**config.mk**
```make
export PLATFORM = sky130hd
export DESIGN_NAME = btn_debounce_pulse
export DESIGN_NICKNAME = d
export VERILOG_FILES = /design/src/rtl/btn_debounce_pulse.sv
export SDC_FILE = /design/constraint.sdc
export NUM_CORES = 1
export LEC_CHECK = 0
export BUFFER_PORTS_ARGS = -buffer_cell sky130_fd_sc_hd__buf_4
export CAP_MARGIN = 30
export CORE_ASPECT_RATIO = 1.25
export CORE_UTILIZATION = 30
export DETAILED_ROUTE_END_ITERATION = 6
export PLACE_DENSITY = 0.42
export SKIP_CTS_REPAIR_TIMING = 1
export SLEW_MARGIN = 15
export SYNTH_ARGS = -nofsm -noshare
export SYNTH_HDL_FRONTEND = slang
export SYNTH_SLANG_ARGS = --single-unit
```
**constraint.sdc**
```tcl
create_clock -name clk -period 2 [get_ports clk]
set_input_delay 0.6 -clock clk [delete_from_list [all_inputs] [get_ports clk]]
set_output_delay 0.6 -clock clk [all_outputs]
set_load 0.01 [all_outputs]
```
**src/rtl/btn_debounce_pulse.sv**
```systemverilog
// btn_debounce_pulse
//   Turns a raw, bouncing push-button pin into clean single-cycle events. The output is a
//   debounced level, a one-cycle press pulse and a one-cycle release pulse. The press pulse
//   can optionally repeat while the button is held.
//
// Parameters
//   DB_CYCLES      stable cycles required to accept a press or a release (>= 2)
//   REPEAT_EN      1 = emit repeat press pulses while held, 0 = one pulse per press
//   REPEAT_DELAY   cycles in the held state before the first repeat pulse (>= 1)
//   REPEAT_PERIOD  cycles between subsequent repeat pulses (>= 1)
//
// Ports
//   clk          system clock; all logic runs on the rising edge
//   reset        asynchronous, active-high reset
//   btn_raw      raw button pin; asynchronous to clk and may bounce
//   btn_level    debounced button level (1 = pressed)
//   btn_pulse    one-cycle pulse on an accepted press and on each repeat
//   btn_release  one-cycle pulse on an accepted release
module btn_debounce_pulse #(
   parameter int unsigned DB_CYCLES     = 100000,
   parameter int unsigned REPEAT_EN     = 0,
   parameter int unsigned REPEAT_DELAY  = 50000000,
   parameter int unsigned REPEAT_PERIOD = 10000000
) (
   input  logic clk,
   input  logic reset,
   input  logic btn_raw,
   output logic btn_level,
   output logic btn_pulse,
   output logic btn_release
);

   localparam int unsigned CntW   = $clog2(DB_CYCLES);
   localparam int unsigned RepMax = (REPEAT_DELAY > REPEAT_PERIOD) ? REPEAT_DELAY : REPEAT_PERIOD;
   localparam int unsigned HoldW  = $clog2(RepMax + 1);

   localparam logic [CntW-1:0]  DbLast     = CntW'(DB_CYCLES - 1);
   localparam logic [HoldW-1:0] DelayLast  = HoldW'(REPEAT_DELAY - 1);
   localparam logic [HoldW-1:0] PeriodLast = HoldW'(REPEAT_PERIOD - 1);

   typedef enum logic [1:0] {
      StIdle,
      StPressWait,
      StHeld,
      StReleaseWait
   } state_e;

   state_e            state_q, state_d;
   logic              sync1_q, btn_s_q;
   logic [CntW-1:0]   cnt_q, cnt_d;
   logic [HoldW-1:0]  hold_q, hold_d;
   logic              repeated_q, repeated_d;
   logic              level_q, level_d;
   logic              pulse_q, pulse_d;
   logic              release_q, release_d;
   logic [HoldW-1:0]  hold_last;

   // The first repeat waits REPEAT_DELAY; later repeats use REPEAT_PERIOD.
   assign hold_last = repeated_q ? PeriodLast : DelayLast;

   always_comb begin
      state_d    = state_q;
      cnt_d      = cnt_q;
      hold_d     = hold_q;
      repeated_d = repeated_q;
      level_d    = level_q;
      pulse_d    = 1'b0;
      release_d  = 1'b0;
      unique case (state_q)
         StIdle: begin
            level_d = 1'b0;
            if (btn_s_q) begin
               state_d = StPressWait;
               cnt_d   = '0;
            end
         end
         StPressWait: begin
            if (!btn_s_q) begin
               state_d = StIdle;
               cnt_d   = '0;
            end else if (cnt_q == DbLast) begin
               state_d    = StHeld;
               cnt_d      = '0;
               hold_d     = '0;
               repeated_d = 1'b0;
               level_d    = 1'b1;
               pulse_d    = 1'b1;
            end else begin
               cnt_d = cnt_q + 1'b1;
            end
         end
         StHeld: begin
            if (!btn_s_q) begin
               // Hold count is kept so a rejected release bounce resumes the repeat timing.
               state_d = StReleaseWait;
               cnt_d   = '0;
            end else if (REPEAT_EN != 0) begin
               if (hold_q == hold_last) begin
                  pulse_d    = 1'b1;
                  hold_d     = '0;
                  repeated_d = 1'b1;
               end else begin
                  hold_d = hold_q + 1'b1;
               end
            end
         end
         StReleaseWait: begin
            if (btn_s_q) begin
               state_d = StHeld;
               cnt_d   = '0;
            end else if (cnt_q == DbLast) begin
               state_d    = StIdle;
               cnt_d      = '0;
               hold_d     = '0;
               repeated_d = 1'b0;
               level_d    = 1'b0;
               release_d  = 1'b1;
            end else begin
               cnt_d = cnt_q + 1'b1;
            end
         end
         default: begin
            state_d = StIdle;
            cnt_d   = '0;
            level_d = 1'b0;
         end
      endcase
   end

   always_ff @(posedge clk or posedge reset) begin
      if (reset) begin
         sync1_q    <= 1'b0;
         btn_s_q    <= 1'b0;
         state_q    <= StIdle;
         cnt_q      <= '0;
         hold_q     <= '0;
         repeated_q <= 1'b0;
         level_q    <= 1'b0;
         pulse_q    <= 1'b0;
         release_q  <= 1'b0;
      end else begin
         sync1_q    <= btn_raw;
         btn_s_q    <= sync1_q;
         state_q    <= state_d;
         cnt_q      <= cnt_d;
         hold_q     <= hold_d;
         repeated_q <= repeated_d;
         level_q    <= level_d;
         pulse_q    <= pulse_d;
         release_q  <= release_d;
      end
   end

   assign btn_level   = level_q;
   assign btn_pulse   = pulse_q;
   assign btn_release = release_q;

endmodule

```
==> results of run 1 <==
[final cells by class]
cell class	instances	area (sq um)
clock buffers	4	55.1
fillers	423	2550
inverters	4	15.0
multi-input cells	101	686
flip-flops and latches	24	601
well taps	56	70.1
repair buffers	20	150
[flip-flops by register name, indices dropped and copies added (netlist names), named ones only]
register and cells:
state_q 1, btn_level 1, btn_pulse 1, cnt_q 17
btn_release 1, btn_s_q 1, sync1_q 1
[cells in the final DEF, fill, tap and decap left out, drive strengths merged, types with 4 or more instances in the layout]
cell,n
nand4,5
or3,5
nand3,9
nand2,13
a21oi,10
o21ai,13
inv,4
dfrtp,24
buf,20
ha,5
clkbuf,4
nor2,7
[path summary, 6_finish.rpt]
check | cells after the start | endpoint | from
max in group asynchronous | 3 | cnt_q[12] | reset
min reg2reg | 0 | btn_s_q | sync1_q
max reg2reg | 5 | flip-flop | cnt_q[0]
min | 0 | btn_s_q | sync1_q
max | 5 | flip-flop | cnt_q[0]
min in group asynchronous | 3 | asynchronous set/reset pin | reset
[logic make-up (layout without fill, tap and decap cells)]
kind of cell	Yosys count	count (layout)	share of synthesized area, %
XOR/XNOR	3	3	2.00
AND/OR/NAND/NOR	57	57	26.0
flip-flops	24	24	45.6
buffers and inverters	8	28	3.14
adder cells (fa/ha/maj)	5	5	4.75
AO/OA/AOI/OAI	31	31	13.6
multiplexers	5	5	4.94
[per-stage QoR]
stage,hold slack (ps),instance area (sq um),std cells,setup WS (ps),power (W)
global route,365,1580,209,19.6,0.00157
detailed placement,341,1490,202,85.0,0.00110
global placement,338,1490,202,65.6,0.00109
floorplan,331,1320,133,183,0.000941
CTS,361,1540,206,56.5,0.00143
finish,355,1580,209,127,0.00146
[layer usage]
layer,up-vias,wire length (microns)
met5,-,0
met4,0,25
met3,2,37
met2,7,1500
met1,505,1250
li1,530,-
[critical path: cells and delay by family (launching register included)]
family | cells | cell delay [ps]
and+or+nand+nor | 2 | 460
adders and majority gates | 1 | 230
DFF | 1 | 410
AOI/OAI and AO/OA | 1 | 310
muxes | 1 | 360
[where the power goes]
group / switching (W) / internal, W
Combinational: 0.000335 / 0.000237
Sequential: 0.0000339 / 0.000521
Clock: 0.000156 / 0.000176
==> results by group, run 1 <==
Critical path
  • WP data arrival: 2030 ps
  • CP Max Fanout: 5
  • CP endpoint kind: flip-flop
  • CP required: 2160 ps
  • Worst path cell trace: ha_1, and4_1, nand4_2, a211oi_1, mux2_2
  • R2R Setup Slk: 130 ps
  • CP max stage cell: dfrtp_1
  • Crit-path max cell delay: 410 ps
  • Critical Path Start Type: flip-flop
  • Setup CP Type: reg -> reg

Final layout
  • Final nets: 162
  • # diodes: 0
  • Core Util, Final: 38.2%
  • Fraction of layout cells with a size suffix above 1: 22.2%
  • Area growth from synthesis to layout: 19.8%

Clocking
  • H-tree lvl count: 1
  • Clock latency on the worst-skew pair: 270 ps
  • CTS tree: yes
  • Clock-pin slew on the worst setup and hold paths: 90 ps
  • Clock net sink count: 24
  • Clock Path Buffers: 2
  • Root Buffer: clkbuf_8
  • TritonCTS Buffers: 3

Floorplanning
  • Die Area: 0.00466 sq mm
  • Num rows: 26
  • Core area: 0.00413 sq mm
  • Initial cell density of the core: 31.9%
  • Top-Level Pins: 6
  • Die width: 61.2 microns
  • Die span in y: 76.1 microns

Timing
  • RSZ-0062 raised after global routing: false
  • Max Slew Vio Count: 0
  • Crit share post-route: 93.6%
  • Worst slew margin: 80.6%
  • Slew @ Worst Pin: 283 ps
  • Hold Fails Final Rpt: 0
  • Clk_skew: 6.99 ps
  • Tmin final: 1870 ps
  • Fmax: 0.534 GHz
  • Setup TNS: 0 ps
  • Finish-stage setup viols: 0

GRT
  • Total Routing Usage GR: 13.8%
  • GR Util met3: 2.04%
  • Total gr overflow: 0
  • Vias in the first global route: 1053
  • First-pass GRT wire length: 4890 microns
  • Largest net degree at the start of global routing: 25
  • Most Crowded Layer GR: met2
  • GRT met1 Usage: 17.4%
  • Initial antenna violation count: 0
  • Met2 GRT Util: 23.7%

Flow run
  • Max Cap Viol: 0

Route
  • Antenna Nets Post-Route: 0
  • Via Count: 1044
  • Via-per-instance ratio: 5.00
  • First DRT Iteration DRCs: 23
  • Drt pass-1 iters: 5
  • Routed WL per cell: 13.5 microns
  • DRC Markers: 0
  • Drt total wl: 2810 microns

Yosys
  • Mapped Area: 0.00132 sq mm
  • Synth area leader: dfrtp_1
  • EDFF count, synth: 0
  • Register area share after synthesis: 45.6%
  • Yosys reg bits: 24
  • Top_reg_cell synth: dfrtp_1
  • Syn Area/Cell: 9.90 sq um
  • Synth warn: 0
  • Synth Net Count: 141
  • Post-synth cell types: 38
  • Most common cell in the netlist: dfrtp_1
  • Synth area leaders: dfrtp_1 (46%), o21ai_0 (4.9%), ha_1 (4.8%)
  • Post-Syn Instances: 133
  • Commonest cells in the synthesized netlist: dfrtp_1 (24), nand2_1 (13), o21ai_0 (13), a21oi_1 (9), nand3_1 (9)
  • Asr flop ratio synth: 100%
  • Share of the synthesized area in the top cell type: 45.6%

Placed design
  • I/O Buffers: 5
  • GP Congestion: 0.775
  • Hpwl dp: 2110 microns

Power
  • Power per cell area: 925 mW/mm^2
  • Pleak: 0.683 nW
  • VDD IR-drop max: 0.827 mV

Hold path
  • Worst hold path class: reg -> reg

Outcome
  • Outcome: completed
No activity file was read; power rests on OpenSTA's default activity.
==> inputs of run 2 (changes only) <==
Settings changed: CORE_ASPECT_RATIO 1.25 to 0.8, GPL_TIMING_DRIVEN set to 0, PLACE_DENSITY 0.42 to 0.43.
Clock period 2 ns to 1.62 ns, I/O delays scaled along.
==> run 2 against run 1 <==
Effect of this change: the flow now finishes with violations (setup timing); largest power group unchanged; sequential cell count unchanged; total power up 42%; register-to-register slack worse by 380 ps; final area is 11% higher; utilization is 3.5 points higher; wire length grew 15%; first-iteration DRC count grew to 3.2 times the previous value; count of clock-buffer cells in the layout down 1; die area is the same; sequential share of layout area fell by 3.6 points; cell count grew 2.4%; global-route usage up 0.26 points.
==> results by group, run 2 (synthesized netlist as in run 1, its figures left out) <==
Flow run
  • Max Cap Viol: 0 (unchanged)

Outcome
  • Failing checks: setup timing
  • Outcome: complete, but fails checks (was completed)

Route
  • DRC Markers: 0 (unchanged)
  • Via Count: 1132 (was 1044)
  • Routed WL per cell: 15.1 microns (was 13.5 microns)
  • First DRT Iteration DRCs: 74 (was 23)
  • Drt pass-1 iters: 4 (was 5)
  • Drt total wl: 3240 microns (was 2810 microns)
  • Antenna Nets Post-Route: 0 (unchanged)
  • Via-per-instance ratio: 5.29 (was 5.00)

GRT
  • Met2 GRT Util: 23.8% (was 23.7%)
  • GR Util met3: 3.26% (was 2.04%)
  • Total gr overflow: 0 (unchanged)
  • GRT met1 Usage: 18.6% (was 17.4%)
  • Total Routing Usage GR: 14.1% (was 13.8%)
  • Vias in the first global route: 1020 (was 1053)
  • Initial antenna violation count: 0 (unchanged)
  • First-pass GRT wire length: 5000 microns (was 4890 microns)
  • Most Crowded Layer GR: met2 (unchanged)
  • Largest net degree at the start of global routing: 14 (was 25)

Timing
  • Worst slew margin: 65.6% (was 80.6%)
  • Tmin final: 1880 ps (was 1870 ps)
  • Fmax: 0.533 GHz (was 0.534 GHz)
  • Setup TNS: -2070 ps (was 0 ps)
  • Hold Fails Final Rpt: 0 (unchanged)
  • Crit share post-route: 116% (was 93.6%)
  • Slew @ Worst Pin: 516 ps (was 283 ps)
  • Max Slew Vio Count: 0 (unchanged)
  • RSZ-0062 raised after global routing: true (was false)
  • Clk_skew: 3.05 ps (was 6.99 ps)
  • PnR worst setup slack: -256 ps (was 127 ps)
  • WHS: 246 ps (was 355 ps)
  • Finish-stage setup viols: 14 (was 0)

Clocking
  • Clock-pin slew on the worst setup and hold paths: 80 ps (was 90 ps)
  • CTS tree: yes (unchanged)
  • Root Buffer: clkbuf_8 (unchanged)
  • H-tree lvl count: 1 (unchanged)
  • TritonCTS Buffers: 3 (unchanged)
  • Clock latency on the worst-skew pair: 270 ps (about the same)
  • Clock Path Buffers: 2 (unchanged)
  • Clock net sink count: 24 (unchanged)

Critical path
  • CP Max Fanout: 6 (was 5)
  • CP endpoint kind: flip-flop (unchanged)
  • Worst flop-to-flop path endpoint: cnt_q[9]
  • Buffers and inverters on the worst path: 1 (was 0)
  • Critical Path Start Type: flip-flop (unchanged)
  • WP data arrival: 2080 ps (was 2030 ps)
  • CP top delay family: simple AND/OR/NAND/NOR gates (unchanged)
  • R2R Setup Slk: -260 ps (was 130 ps)
  • Worst path cell trace: inv_2, ha_4, mux2i_4, nand4_4, or4_4, a21oi_2 (was ha_1, and4_1, nand4_2, a211oi_1, mux2_2)
  • Critical Path End: cnt_q[9]
  • Setup CP Type: reg -> reg (unchanged)
  • WP depth: 6 (was 5)
  • CP required: 1820 ps (was 2160 ps)
  • Crit-path max cell delay: 540 ps (was 410 ps)
  • Worst reg-to-reg path cell count: 6 (was 5)
  • CP max stage cell: or4_4 (was dfrtp_1)

Floorplanning
  • Top-Level Pins: 6 (unchanged)
  • Initial cell density of the core: 31.3% (was 31.9%)
  • Die span in y: 61.2 microns (was 76.1 microns)
  • Core area: 0.00420 sq mm (was 0.00413 sq mm)
  • Num rows: 21 (was 26)
  • Die Area: 0.00466 sq mm (unchanged)
  • Die width: 76.1 microns (was 61.2 microns)

Final layout
  • Final nets: 167 (was 162)
  • Fill cells: 412 (was 423)
  • Commonest non-fill, non-tap cells in the layout: dfrtp_1 (22), buf_4 (16), nand2_1 (12), o21ai_0 (11), nand3_1 (9) (was dfrtp_1 (24), buf_4 (20), o21ai_0 (13), nand2_1 (13))
  • Most common cell after layout, fill and taps aside: dfrtp_1 (unchanged)
  • # diodes: 0 (unchanged)
  • Area growth from synthesis to layout: 33.0% (was 19.8%)
  • Largest Register: cnt_q (unchanged)
  • Max reg flops: 17 (unchanged)
  • Fraction of layout cells with a size suffix above 1: 33.8% (was 22.2%)

Power
  • Pleak: 0.696 nW (was 0.683 nW)
  • Power Total: 0.00207 W (was 0.00146 W)
  • Power per cell area: 1180 mW/mm^2 (was 925 mW/mm^2)
  • VDD IR-drop max: 0.368 mV (was 0.827 mV)

Placed design
  • Hpwl dp: 2160 microns (was 2110 microns)
  • GP Congestion: 0.723 (was 0.775)
  • I/O Buffers: 5 (unchanged)

Hold path
  • Worst hold path class: in -> async (was reg -> reg)
-- run 2: cell count changes in the layout (fill, tap and decap cells not counted), sizes merged --
cell	previous run	this run
buf	20	25
clkbuf	4	3
-- run 2: how the worst min path moves through the flow --
stage,endpoint,cells past startpoint
after global routing,cnt_q[11],2
after floorplan,btn_s_q,0
final,btn_level,2
after global placement,btn_s_q,0
after detailed placement,btn_s_q,0
after CTS,cnt_q[11],2
-- run 2: layer usage --
layer | part of all wire [%] | routed length [microns]
met1 | 47 | 1530
met2 | 48 | 1540
met3 | 4.1 | 133
met4 | 0.86 | 28
met5 | 0 | 0
-- run 2: area by class of cell --
type | instances | area (sq um) | share of cell area, %
Buffer | 4 | 38.8 | 2.22
Clock buffer | 3 | 41.3 | 2.36
Inverter | 4 | 15.0 | 0.858
Multi-Input combinational cell | 101 | 801 | 45.7
Sequential cell | 24 | 603 | 34.5
Tap cell | 57 | 71.3 | 4.07
Timing Repair Buffer | 21 | 180 | 10.3
-- run 2: stage by stage --
stage	instances	area [sq um]	util [%]	setup WS, ps
2_1_floorplan	133	1360	-	-105
3_3_place_gp	195	1470	34.9	-329
3_5_place_dp	196	1480	35.2	-357
4_1_cts	199	1520	36.2	-375
5_1_grt	214	1750	41.6	-325
6_report	214	1750	41.6	-256
-- run 2: report_power, final --
group / switching, W / internal [W] / leakage [nW] / total [W]
Clock: 0.000192 / 0.000167 / 0.0216 / 0.000359
Sequential: 0.0000592 / 0.000648 / 0.322 / 0.000707
Combinational: 0.000559 / 0.000448 / 0.352 / 0.00101
==> inputs of run 3 (changes only) <==
Settings changed: PLACE_DENSITY 0.43 to 0.46.
Clock period 1.62 ns to 1.8 ns, I/O delays scaled along.
==> run 3 against run 2 <==
Effect of this change: the run now ends clean; sequential share of layout area up 0.23 points; utilization down 0.36 points; worst hold slack better by 51 ps; non-clock buffer count up 1; largest power group unchanged; total power down 15%; cell count up 0.47%; maximum frequency up 5.5%; critical path depth unchanged; global-route usage up 0.14 points; critical path type unchanged; die area unchanged; register-to-register slack better by 280 ps.
==> results by group, run 3 (synthesized netlist as in run 1, its figures left out) <==
Timing
  • Fmax: 0.562 GHz (was 0.533 GHz)
  • Crit share post-route: 98.8% (was 116%)
  • RSZ-0062 raised after global routing: true (unchanged)
  • Max Slew Vio Count: 0 (unchanged)
  • Hold Fails Final Rpt: 0 (unchanged)
  • Worst slew margin: 66.7% (was 65.6%)
  • Finish-stage setup viols: 0 (was 14)
  • Slew @ Worst Pin: 499 ps (was 516 ps)
  • Clk_skew: 3.08 ps (was 3.05 ps)
  • Tmin final: 1780 ps (was 1880 ps)

Floorplanning
  • Die Area: 0.00466 sq mm (unchanged)
  • Initial cell density of the core: 31.3% (unchanged)
  • Top-Level Pins: 6 (unchanged)
  • Die span in y: 61.2 microns (unchanged)
  • Die width: 76.1 microns (unchanged)
  • Num rows: 21 (unchanged)
  • Core area: 0.00420 sq mm (unchanged)

Hold path
  • Worst hold path class: in -> async (unchanged)

Final layout
  • Area occupied by registers: 602 sq um (was 603 sq um)
  • Final instance area: 0.00174 sq mm (was 0.00175 sq mm)
  • Area taken by multi-input logic gates: 774 sq um (was 801 sq um)
  • Core Util, Final: 41.3% (was 41.6%)
  • Largest Register: cnt_q (unchanged)
  • Commonest non-fill, non-tap cells in the layout: dfrtp_1 (23), buf_4 (19), o21ai_0 (13), nand2_1 (12) (was dfrtp_1 (22), buf_4 (16), nand2_1 (12), o21ai_0 (11), nand3_1 (9))
  • Layout Cells excl Fill: 215 (was 214)
  • Final nets: 168 (was 167)
  • Max reg flops: 17 (unchanged)
  • Area growth from synthesis to layout: 31.8% (was 33.0%)
  • # diodes: 0 (unchanged)
  • Fill cells: 410 (was 412)
  • Most common cell after layout, fill and taps aside: dfrtp_1 (unchanged)
  • Fraction of layout cells with a size suffix above 1: 33.5% (was 33.8%)

Outcome
  • Outcome: completed (was complete, but fails checks)

GRT
  • Total gr overflow: 0 (unchanged)
  • First-pass GRT wire length: 5120 microns (was 5000 microns)
  • Total Routing Usage GR: 14.3% (was 14.1%)
  • Vias in the first global route: 1054 (was 1020)
  • Largest net degree at the start of global routing: 15 (was 14)
  • Initial antenna violation count: 0 (unchanged)

Critical path
  • Worst path cell trace: ha_2, and4_1, buf_6, nand4_4, a211oi_2, mux2_4 (was inv_2, ha_4, mux2i_4, nand4_4, or4_4, a21oi_2)
  • CP endpoint kind: flip-flop (unchanged)
  • CP top delay family: flip-flops (was simple AND/OR/NAND/NOR gates)
  • Buffers and inverters on the worst path: 1 (unchanged)
  • CP Max Fanout: 8 (was 6)
  • CP max stage cell: dfrtp_1 (was or4_4)
  • Crit-path max cell delay: 380 ps (was 540 ps)
  • Critical Path Start Type: flip-flop (unchanged)
  • WP data arrival: 1930 ps (was 2080 ps)
  • Setup CP Type: reg -> reg (unchanged)
  • CP required: 1950 ps (was 1820 ps)

Clocking
  • Clock Path Buffers: 2 (unchanged)
  • Root Buffer: clkbuf_8 (unchanged)
  • TritonCTS Buffers: 3 (unchanged)
  • CTS tree: yes (unchanged)
  • Clock latency on the worst-skew pair: 260 ps (was 270 ps)
  • H-tree lvl count: 1 (unchanged)
  • Clock-pin slew on the worst setup and hold paths: 80 ps (about the same)
  • Clock net sink count: 24 (unchanged)

Power
  • Pleak: 0.707 nW (was 0.696 nW)
  • Power per cell area: 1020 mW/mm^2 (was 1180 mW/mm^2)
  • VDD IR-drop max: 0.480 mV (was 0.368 mV)

Route
  • Routed WL per cell: 14.2 microns (was 15.1 microns)
  • Drt pass-1 iters: 5 (was 4)
  • Via-per-instance ratio: 5.13 (was 5.29)
  • First DRT Iteration DRCs: 76 (was 74)
  • DRC Markers: 0 (unchanged)
  • Via Count: 1103 (was 1132)
  • Antenna Nets Post-Route: 0 (unchanged)
  • Drt total wl: 3050 microns (was 3240 microns)

Placed design
  • I/O Buffers: 5 (unchanged)
  • Dpl cells: 196 (unchanged)
  • Placed cell area: 0.00146 sq mm (was 0.00148 sq mm)
  • GP Congestion: 0.783 (was 0.723)
  • Hpwl dp: 2070 microns (was 2160 microns)

Flow run
  • Max Cap Viol: 0 (unchanged)
## run 3: cell count changes in the layout (fill, tap and decap cells not counted), sizes merged
cell  change
buf       +1
## run 3: worst reg2reg max path, cell delays in order (launching register included)
cell	delay (ps)
dfrtp_1	380
ha_2	200
and4_1	210
buf_6	130
nand4_4	170
a211oi_2	260
mux2_4	320
## run 3: routing by layer
metal	up-vias	global-route usage [%]	share of wire (%)
li1	544	-	-
met1	542	19.6	51
met2	15	23.0	45
met3	2	3.70	2.6
met4	0	3.30	0.66
met5	-	0	0
## run 3: area by class of cell
| class | instances | share of cell area, % |
|---|---|---|
| multi-input combinational | 101 | 44.6 |
| tap | 57 | 4.11 |
| timing repair buffer | 22 | 11.3 |
| buffer | 4 | 2.02 |
| sequential | 24 | 34.7 |
| inverter | 4 | 0.865 |
| clock buffer | 3 | 2.38 |
## run 3: through the flow
step | setup WS (ps) | power (W) | TNS [ps] | hold WS [ps]
CTS | -311 | 0.00155 | -3140 | 316
floorplan | -15.5 | 0.00106 | -15.5 | 331
finish | 21.4 | 0.00177 | 0 | 297
global placement | -252 | 0.00120 | -2670 | 334
detailed placement | -287 | 0.00122 | -2960 | 337
global route | -48.7 | 0.00189 | -218 | 337
## run 3: worst paths after layout
| path | slack, ps | cells past startpoint | start | end |
|---|---|---|---|---|
| worst max-delay path | 20 | 6 | cnt_q[1] | flip-flop |
| worst min-delay path | 300 | 2 | reset | btn_level |
| worst max register to register | 20 | 6 | cnt_q[1] | flip-flop |
| worst min register to register | 350 | 0 | sync1_q | btn_s_q |
| max in group asynchronous | 1050 | 3 | reset | asynchronous set/reset pin |
| min in group clk | 350 | 0 | sync1_q | btn_s_q |
## run 3: power by group
group	internal [W]	leakage, nW	switching, W
Combinational	0.000367	0.362	0.000458
Sequential	0.000582	0.324	0.0000445
Clock	0.000150	0.0216	0.000169
Total	0.00110	0.707	0.000672
